$ cat config.mk
export PLATFORM = sky130hd
export DESIGN_NAME = imm_decode_stage
export DESIGN_NICKNAME = d
export VERILOG_FILES = /design/src/rtl/imm_pkg.sv /design/src/rtl/imm_extract.sv /design/src/rtl/imm_decode_stage.sv
export SDC_FILE = /design/constraint.sdc
export NUM_CORES = 1
export LEC_CHECK = 0
export CAP_MARGIN = 40
export CORE_UTILIZATION = 47
export DETAILED_ROUTE_END_ITERATION = 16
export GPL_TIMING_DRIVEN = 0
export PLACE_DENSITY = 0.8
export SETUP_SLACK_MARGIN = 0.4
export SLEW_MARGIN = 10
export SYNTH_ARGS = -nofsm -noshare
export SYNTH_HDL_FRONTEND = slang
export SYNTH_SLANG_ARGS = --single-unit
export TNS_END_PERCENT = 50
$ cat constraint.sdc
create_clock -name clk -period 4.6 [get_ports clk]
set_clock_uncertainty 0.15 [all_clocks]
set_input_delay 0.69 -clock clk [delete_from_list [all_inputs] [get_ports clk]]
set_output_delay 0.69 -clock clk [all_outputs]
set_load 0.01 [all_outputs]
$ cat src/rtl/imm_pkg.sv
// Shared definitions for immediate decode: instruction-format encodings and the
// major opcodes that select them.
package imm_pkg;

    typedef enum logic [2:0] {
        FMT_NONE = 3'd0,
        FMT_I    = 3'd1,
        FMT_S    = 3'd2,
        FMT_B    = 3'd3,
        FMT_U    = 3'd4,
        FMT_J    = 3'd5
    } fmt_e;

    localparam logic [6:0] OP_LOAD   = 7'b0000011;
    localparam logic [6:0] OP_IMM    = 7'b0010011;
    localparam logic [6:0] OP_IMM32  = 7'b0011011;
    localparam logic [6:0] OP_JALR   = 7'b1100111;
    localparam logic [6:0] OP_STORE  = 7'b0100011;
    localparam logic [6:0] OP_BRANCH = 7'b1100011;
    localparam logic [6:0] OP_LUI    = 7'b0110111;
    localparam logic [6:0] OP_AUIPC  = 7'b0010111;
    localparam logic [6:0] OP_JAL    = 7'b1101111;

    function automatic fmt_e opcode_fmt(input logic [6:0] opcode);
        fmt_e f;
        case (opcode)
            OP_LOAD, OP_IMM, OP_IMM32, OP_JALR: f = FMT_I;
            OP_STORE:                           f = FMT_S;
            OP_BRANCH:                          f = FMT_B;
            OP_LUI, OP_AUIPC:                   f = FMT_U;
            OP_JAL:                             f = FMT_J;
            default:                            f = FMT_NONE;
        endcase
        return f;
    endfunction

endpackage

$ cat src/rtl/imm_extract.sv
// Combinational immediate extraction: classifies the opcode and assembles the
// XLEN-wide immediate for that format.
module imm_extract
    import imm_pkg::*;
#(
    parameter int XLEN        = 64,
    parameter int LEGACY_ZEXT = 0
) (
    input  logic [31:0]     ins,
    output logic [XLEN-1:0] imm,
    output fmt_e            fmt
);

    logic [11:0] i_field;
    logic [11:0] s_field;
    logic [12:0] b_field;
    logic [31:0] u_field;
    logic [20:0] j_field;

    assign i_field = ins[31:20];
    assign s_field = {ins[31:25], ins[11:7]};
    assign b_field = {ins[31], ins[7], ins[30:25], ins[11:8], 1'b0};
    assign u_field = {ins[31:12], 12'b0};
    assign j_field = {ins[31], ins[19:12], ins[20], ins[30:21], 1'b0};

    // Legacy mode mirrors the old single-cycle decoder: I/S/B zero-extended, B unshifted.
    always_comb begin
        fmt = opcode_fmt(ins[6:0]);
        imm = '0;
        case (fmt)
            FMT_I: imm = (LEGACY_ZEXT != 0) ? XLEN'(i_field) : XLEN'($signed(i_field));
            FMT_S: imm = (LEGACY_ZEXT != 0) ? XLEN'(s_field) : XLEN'($signed(s_field));
            FMT_B: imm = (LEGACY_ZEXT != 0) ? XLEN'(b_field[12:1]) : XLEN'($signed(b_field));
            FMT_U: imm = XLEN'($signed(u_field));
            FMT_J: imm = XLEN'($signed(j_field));
            default: imm = '0;
        endcase
    end

endmodule

$ cat src/rtl/imm_decode_stage.sv
// Decode-then-buffer stage: immediates are extracted on entry and held in a
// small FIFO of {imm, fmt} entries with valid/ready handshakes on both sides.
module imm_decode_stage
    import imm_pkg::*;
#(
    parameter int XLEN        = 64,
    parameter int DEPTH       = 2,
    parameter int LEGACY_ZEXT = 0
) (
    input  logic                     clk,
    input  logic                     rst_n,
    input  logic                     flush,
    input  logic                     in_valid,
    output logic                     in_ready,
    input  logic [31:0]              ins,
    output logic                     out_valid,
    input  logic                     out_ready,
    output logic [XLEN-1:0]          imm,
    output logic [2:0]               fmt,
    output logic [$clog2(DEPTH):0]   count
);

    localparam int PTR_W = $clog2(DEPTH);
    localparam logic [PTR_W:0] FULL_COUNT = (PTR_W + 1)'(DEPTH);

    logic [XLEN-1:0] dec_imm;
    fmt_e            dec_fmt;

    imm_extract #(
        .XLEN        (XLEN),
        .LEGACY_ZEXT (LEGACY_ZEXT)
    ) u_extract (
        .ins (ins),
        .imm (dec_imm),
        .fmt (dec_fmt)
    );

    logic [XLEN-1:0] imm_mem [DEPTH];
    fmt_e            fmt_mem [DEPTH];
    logic [PTR_W-1:0] wr_ptr;
    logic [PTR_W-1:0] rd_ptr;
    logic            push;
    logic            pop;

    assign in_ready  = (count != FULL_COUNT);
    assign out_valid = (count != '0);
    assign push      = in_valid && in_ready;
    assign pop       = out_valid && out_ready;

    // Pointers are PTR_W bits wide, so with a power-of-two DEPTH they wrap on their own.
    always_ff @(posedge clk or negedge rst_n) begin
        if (!rst_n) begin
            wr_ptr <= '0;
            rd_ptr <= '0;
            count  <= '0;
        end else if (flush) begin
            wr_ptr <= '0;
            rd_ptr <= '0;
            count  <= '0;
        end else begin
            if (push) begin
                wr_ptr <= wr_ptr + 1'b1;
            end
            if (pop) begin
                rd_ptr <= rd_ptr + 1'b1;
            end
            case ({push, pop})
                2'b10:   count <= count + 1'b1;
                2'b01:   count <= count - 1'b1;
                default: count <= count;
            endcase
        end
    end

    always_ff @(posedge clk) begin
        if (push && !flush) begin
            imm_mem[wr_ptr] <= dec_imm;
            fmt_mem[wr_ptr] <= dec_fmt;
        end
    end

    // Storage is never reset, so the head is masked whenever the buffer is empty.
    assign imm = out_valid ? imm_mem[rd_ptr] : '0;
    assign fmt = out_valid ? fmt_mem[rd_ptr] : FMT_NONE;

endmodule

=== After elaboration in Yosys (flattened, before gate mapping) ===
Memory sizes are Yosys's and may differ from the RTL's.
Index checks and enable logic that the tools add are counted.

* Add/subtract/negate cells: 4
* Eq/ne operators: 17
* Multiplexer cells: 12
* Reduce and logical (&&, ||, !) cells: 10

{| class="wikitable"
|+ Operator list
! cell !! number
|-
| $pmux 64 s5 || 1
|-
| $mux 64 || 1
|-
| $eq 7x5->1 const B || 3
|-
| $eq 7x7->1 const B || 3
|-
| $pmux 3 s5 || 1
|-
| $eq 7x6->1 const B || 2
|-
| $eq 7x2->1 const B || 1
|-
| $eq 3x2->1 const B || 2
|-
| $eq 3x3->1 const B || 2
|-
| $mux 1 || 6
|-
| $reduce_bool 2->1 || 3
|-
| $pmux 2 s2 || 1
|-
| $reduce_or 4->1 || 1
|-
| $eq 3x1->1 const B || 1
|-
| $logic_and 1x1->1 || 3
|-
| $mux 3 || 1
|-
| $reduce_bool 3->1 || 1
|-
| $add 1x1->1 const B || 2
|-
| $add 2x1->2 const B || 1
|-
| $eq 2x1->1 const B || 1
|-
| $eq 2x2->1 const B || 1
|-
| $mux 2 || 1
|-
| $ne 2x2->1 const B || 1
|-
| $reduce_or 2->1 || 1
|-
| 2 further kinds || 2
|}

* Bits in registers: 4
* RAM bits: 134
* Bits of input ports: 37
* Memories: 2

{| class="wikitable"
|+ Memory list
! memory !! words !! bits a word !! read ports !! clocked after memory_dff !! wr ports !! RTL line !! source
|-
| imm_mem || 2 || 64 || 1 || 0 || 1 || imm_decode_stage.sv:38 || <nowiki>logic [XLEN-1:0] imm_mem [DEPTH];</nowiki>
|-
| fmt_mem || 2 || 3 || 1 || 0 || 1 || imm_decode_stage.sv:39 || <nowiki>fmt_e fmt_mem [DEPTH];</nowiki>
|}

=== Longest topological paths before layout ===
* Depth after elaboration: 5
* Gate-level depth with buffers: 6
* Mapped depth without buffers: 5

=== Modules after synthesis ===
Synthesis repeated with hierarchy kept, for this count alone.

* Cells, all modules: 425
* Area total of the unflattened synthesis: 6094.6 sq um

{| class="wikitable"
|+ Modules (own cells, without submodules)
! module !! instances !! cells an instance !! area an instance (sq um)
|-
| imm_decode_stage || 1 || 310 || 5287.6
|-
| imm_extract || 1 || 115 || 807.0
|}

=== Worst setup path after synthesis ===
No wires, ideal clock.

* Path type: register to register
* From: reg count[0]
* To: mem fmt_mem[1][0] in the netlist's numbering (enable)
* Data arrival time: 3.407 ns
* Data required time: 3.972 ns
* Path slack: 0.565 ns
* Stages on the path, launching flop included: 4
* Buffers on the path: 0
* Clock period less this slack: 4.035 ns
* Cells stage by stage: dfrtp_1 > nand2b_1 > nand2_1 > nor3b_1

* Word-level cells in the longest chain between the ends: 5

{| class="wikitable"
|+ RTL lines
! what !! RTL line !! source
|-
| from (decl) || imm_decode_stage.sv:20 || <nowiki>output logic [$clog2(DEPTH):0] count</nowiki>
|-
| from (signal assigned) || imm_decode_stage.sv:68 || <nowiki>2'b10: count <= count + 1'b1;</nowiki>
|-
| from (signal assigned) || imm_decode_stage.sv:69 || <nowiki>2'b01: count <= count - 1'b1;</nowiki>
|-
| from (signal assigned) || imm_decode_stage.sv:70 || <nowiki>default: count <= count;</nowiki>
|-
| $ne 2x2->1 || imm_decode_stage.sv:45 || <nowiki>assign in_ready = (count != FULL_COUNT);</nowiki>
|-
| via in_ready || imm_decode_stage.sv:14 || <nowiki>output logic in_ready,</nowiki>
|-
| $logic_and 1x1->1 || imm_decode_stage.sv:47 || <nowiki>assign push = in_valid && in_ready;</nowiki>
|-
| $logic_and 1x1->1 || imm_decode_stage.sv:76 || <nowiki>if (push && !flush) begin</nowiki>
|-
| $mux 1 || imm_decode_stage.sv:76 ||
|-
| $mux 1 (not written as such) || imm_decode_stage.sv:78 || <nowiki>fmt_mem[wr_ptr] <= dec_fmt;</nowiki>
|-
| to (decl) || imm_decode_stage.sv:39 ||
|}

The timed path passes the listed nets, and every way through them passes these cells.

=== Worst setup path in the final report ===
* From: reg rd_ptr
* To: out imm[52]

* Word-level cells in the longest chain between the ends: 2

{| class="wikitable"
|+ RTL lines
! what !! RTL line !! source
|-
| from (decl) || imm_decode_stage.sv:41 || <nowiki>logic [PTR_W-1:0] rd_ptr;</nowiki>
|-
| from (signal assigned) || imm_decode_stage.sv:65 || <nowiki>rd_ptr <= rd_ptr + 1'b1;</nowiki>
|-
| $mem_v2 2x64 || n/a ||
|-
| $mux 64 || imm_decode_stage.sv:83 || <nowiki>assign imm = out_valid ? imm_mem[rd_ptr] : '0;</nowiki>
|-
| to (decl) || imm_decode_stage.sv:18 || <nowiki>output logic [XLEN-1:0] imm,</nowiki>
|}

No other way between the ends.

==> qor.yml <==
outcome:
  status: "finished, final reports clean"
logic_synthesis:
  ys_ff_latch: 74
  synth_edf_count: 70
  synthDistinctLibCells: 41
  synth_commonest_cells: "70 x edfxtp_1, 44 x nor2_1, 36 x mux2i_1"
  synth_top_area_cell: "edfxtp_1"
  yosysMostFrequentCell: "edfxtp_1"
  syn_nets: 313
  ys_top_cells_by_area: "edfxtp_1 58%, mux2i_1 10%, buf_4 6.9%"
  synth_top_cell_area_share_pct: 58.4
  ys_seq_area_share_pct: 61.2
  avgSynthCellArea_um2: 13.0
  async_flop_share_pct: 5.41
  yosys_warnings: 0
  dominantRegCellSynth: "edfxtp_1"
  syn_inst: 276
  syn_area_um2: 3600
critical_path:
  cp.buffers_inverters: 5
  worst_r2r_path_depth: 6
  cp.required_ps: 3760
  crit_type: "reg2out"
  setup.worst_path.end: "imm[52]"
  regToRegEndpoint: "imm_mem[1][6]$_DFFE_PP_"
  cp_num_cells: 7
  critPathMaxFanout: 18
  cp_top_family: "buffers and inverters"
  startpoint: "rd_ptr$_DFFE_PN0P_"
  path_cells: "clkbuf_1 > buf_2 > mux2i_1 > nor2_2 > buf_6 > buf_4 > clkdlybuf4s50_1"
  cp-start-kind: "register"
  cpPeakStageDelay_ps: 530
  rr_startpoint: "count[0]$_DFFE_PN0P_"
  critPathSlowestCell: "clkdlybuf4s50_1"
  cp.arrival_ps: 3040
  regToRegSetupSlack_ps: 2270
  end_kind: "primary output"
min_path:
  min_path_type: "in2async"
die:
  ios: 108
  num_rows: 31
  dieArea_um2: 8010
  die_y_um: 89.5
  core_um2: 7330
  initial_core_util_pct: 49.1
  die-width_um: 89.5
power_and_ir_drop:
  power_frac_comb_pct: 20.7
  p_leak_nw: 2.02
  power.density_nw_per_um2: 322
  switching_share_pct: 23.2
  power_switching_mw: 0.379
  vdd_drop_max_mv: 0.195
  pwr-share-clk_pct: 32.2
  internal-power_mw: 1.25
  seq_power_share_pct: 47.1
sta:
  fin_ws_ps: 717
  fmax_mhz: 258
  hold_viol: 0
  fin_crit_sh_pct: 84.4
  setup_viol: 0
  max_slew_margin_pct: 49.6
  finalMaxSlewViolations: 0
  worstMarginPinSlew_ps: 752
  period_minus_slack_ps: 3880
  rsz0062_at_grt: "false"
clocking:
  post_cts_buffers: 0
  clkTransAtPathRegs_ps: 80
  htreeDepth: 3
  cts_buffer_depth: 2
  cts_tree: "yes"
  cts_buffers: 9
  clk_latency_ps: 350
  post_cts_resize_count: 0
  holdBufCountCts: 0
  root_buffer: "clkbuf_8"
  clock-sinks: 74
cells_and_area:
  drive_gt1_share_pct: 16.8
  fill_cells: 507
  diodes: 0
  multi_input_area_um2: 1100
  finish.utilization_pct: 69.2
  syn_to_final_growth_pct: 40.9
  ff_latch_area_um2: 2200
  nets: 437
grt:
  grt_pass1_wl_um: 11500
  grt_max_degree: 19
  antenna_found_initial: 0
  track_usage_pct: 19.9
  grt-ovfl-total: 0
  grt_pass1_vias: 2452
job:
  cap_violations: 0
placement:
  gp_congestion: 0.874
  dp_hpwl_um: 5810
  post-place-ws_ps: 1060
  port_buffers: 105
drt:
  wire_per_inst_um: 15.3
  routed_via_density: 5.08
  vias: 2561
  drtIter0Drc: 153
  drt_first_pass_iters: 4
  drc_errors: 0
  drt_wl_total_um: 7710
  ant_nets: 0
flip-flops by register name, indices dropped and copies added (netlist names):
name and cells:
imm_mem 64, fmt_mem 6, count 2, rd_ptr 1, wr_ptr 1
power groups by stage:
stage / Combinational, mW / Sequential [mW] / Clock [mW]
global placement: 0.327 / 0.785 / 0
finish: 0.338 / 0.769 / 0.525
global route: 0.366 / 0.770 / 0.563
CTS: 0.342 / 0.769 / 0.535
detailed placement: 0.341 / 0.784 / 0
floorplan: 0.166 / 0.784 / 0
cells in the final DEF, fill, tap and decap left out, types with 4 or more instances in the layout:
cell / count
a21o_1: 20
a21oi_1: 4
a22o_1: 4
and2_1: 7
buf_2: 4
buf_4: 37
buf_6: 5
clkbuf_1: 6
clkbuf_8: 9
clkdlybuf4s50_1: 105
dfrtp_1: 4
edfxtp_1: 70
mux2i_1: 36
nand2_1: 5
nor2_1: 43
layout make-up:
| type | count | area share, % |
|---|---|---|
| sequential | 74 | 43.4 |
| timing repair buffer | 113 | 22.2 |
| multi-input combinational | 156 | 21.7 |
| buffer | 43 | 5.87 |
| clock buffer | 10 | 2.52 |
| tap | 99 | 2.44 |
| clock inverter | 6 | 1.60 |
| inverter | 3 | 0.222 |
worst min-delay path by stage:
stage | from | to | slack (ps) | depth (start not counted)
after floorplan | rst_n | count[0]$_DFFE_PN0P_ | 240 | 0
after global placement | wr_ptr$_DFFE_PN0P_ | wr_ptr$_DFFE_PN0P_ | 390 | 2
after detailed placement | wr_ptr$_DFFE_PN0P_ | wr_ptr$_DFFE_PN0P_ | 440 | 2
after CTS | rst_n | count[1]$_DFFE_PN0P_ | 370 | 1
after global routing | rst_n | count[0]$_DFFE_PN0P_ | 390 | 1
final | rst_n | wr_ptr$_DFFE_PN0P_ | 380 | 1
layer usage:
layer | share of wire [%] | routed length, um | GRT usage [%]
met4 | 3.0 | 235 | 11.5
met3 | 5.6 | 432 | 4.06
met1 | 40 | 3100 | 22.9
met5 | 0 | 0 | 0
met2 | 51 | 3950 | 34.6
metrics by stage:
step / hold WS [ps] / cells / power (mW) / TNS (ps) / cell area, um^2
after floorplan: 244 / 276 / 0.950 / 0 / 3600
after global placement: 392 / 480 / 1.11 / -90040 / 4770
after detailed placement: 444 / 488 / 1.12 / 0 / 4860
after CTS: 372 / 504 / 1.65 / 0 / 5070
after global routing: 392 / 504 / 1.70 / 0 / 5070
final: 377 / 504 / 1.63 / 0 / 5070
cells by family after synthesis:
logic type             Yosys count  share of synthesized area [%]
AO/OA/AOI/OAI                   38                           8.59
XOR/XNOR                         3                          0.730
buffers and inverters           46                           8.59
flip-flops                      74                           61.2
multiplexers                    36                           10.0
AND/OR/NAND/NOR                 79                           10.9
worst register-to-register path: stages, from the launching register on:
cell and delay, ps:
dfrtp_1 440, nand2b_1 170, nand2_1 140, nor3b_2 530, buf_4 260, buf_4 190, buf_6 160
Note: power is estimated with default switching activity, not from simulation.
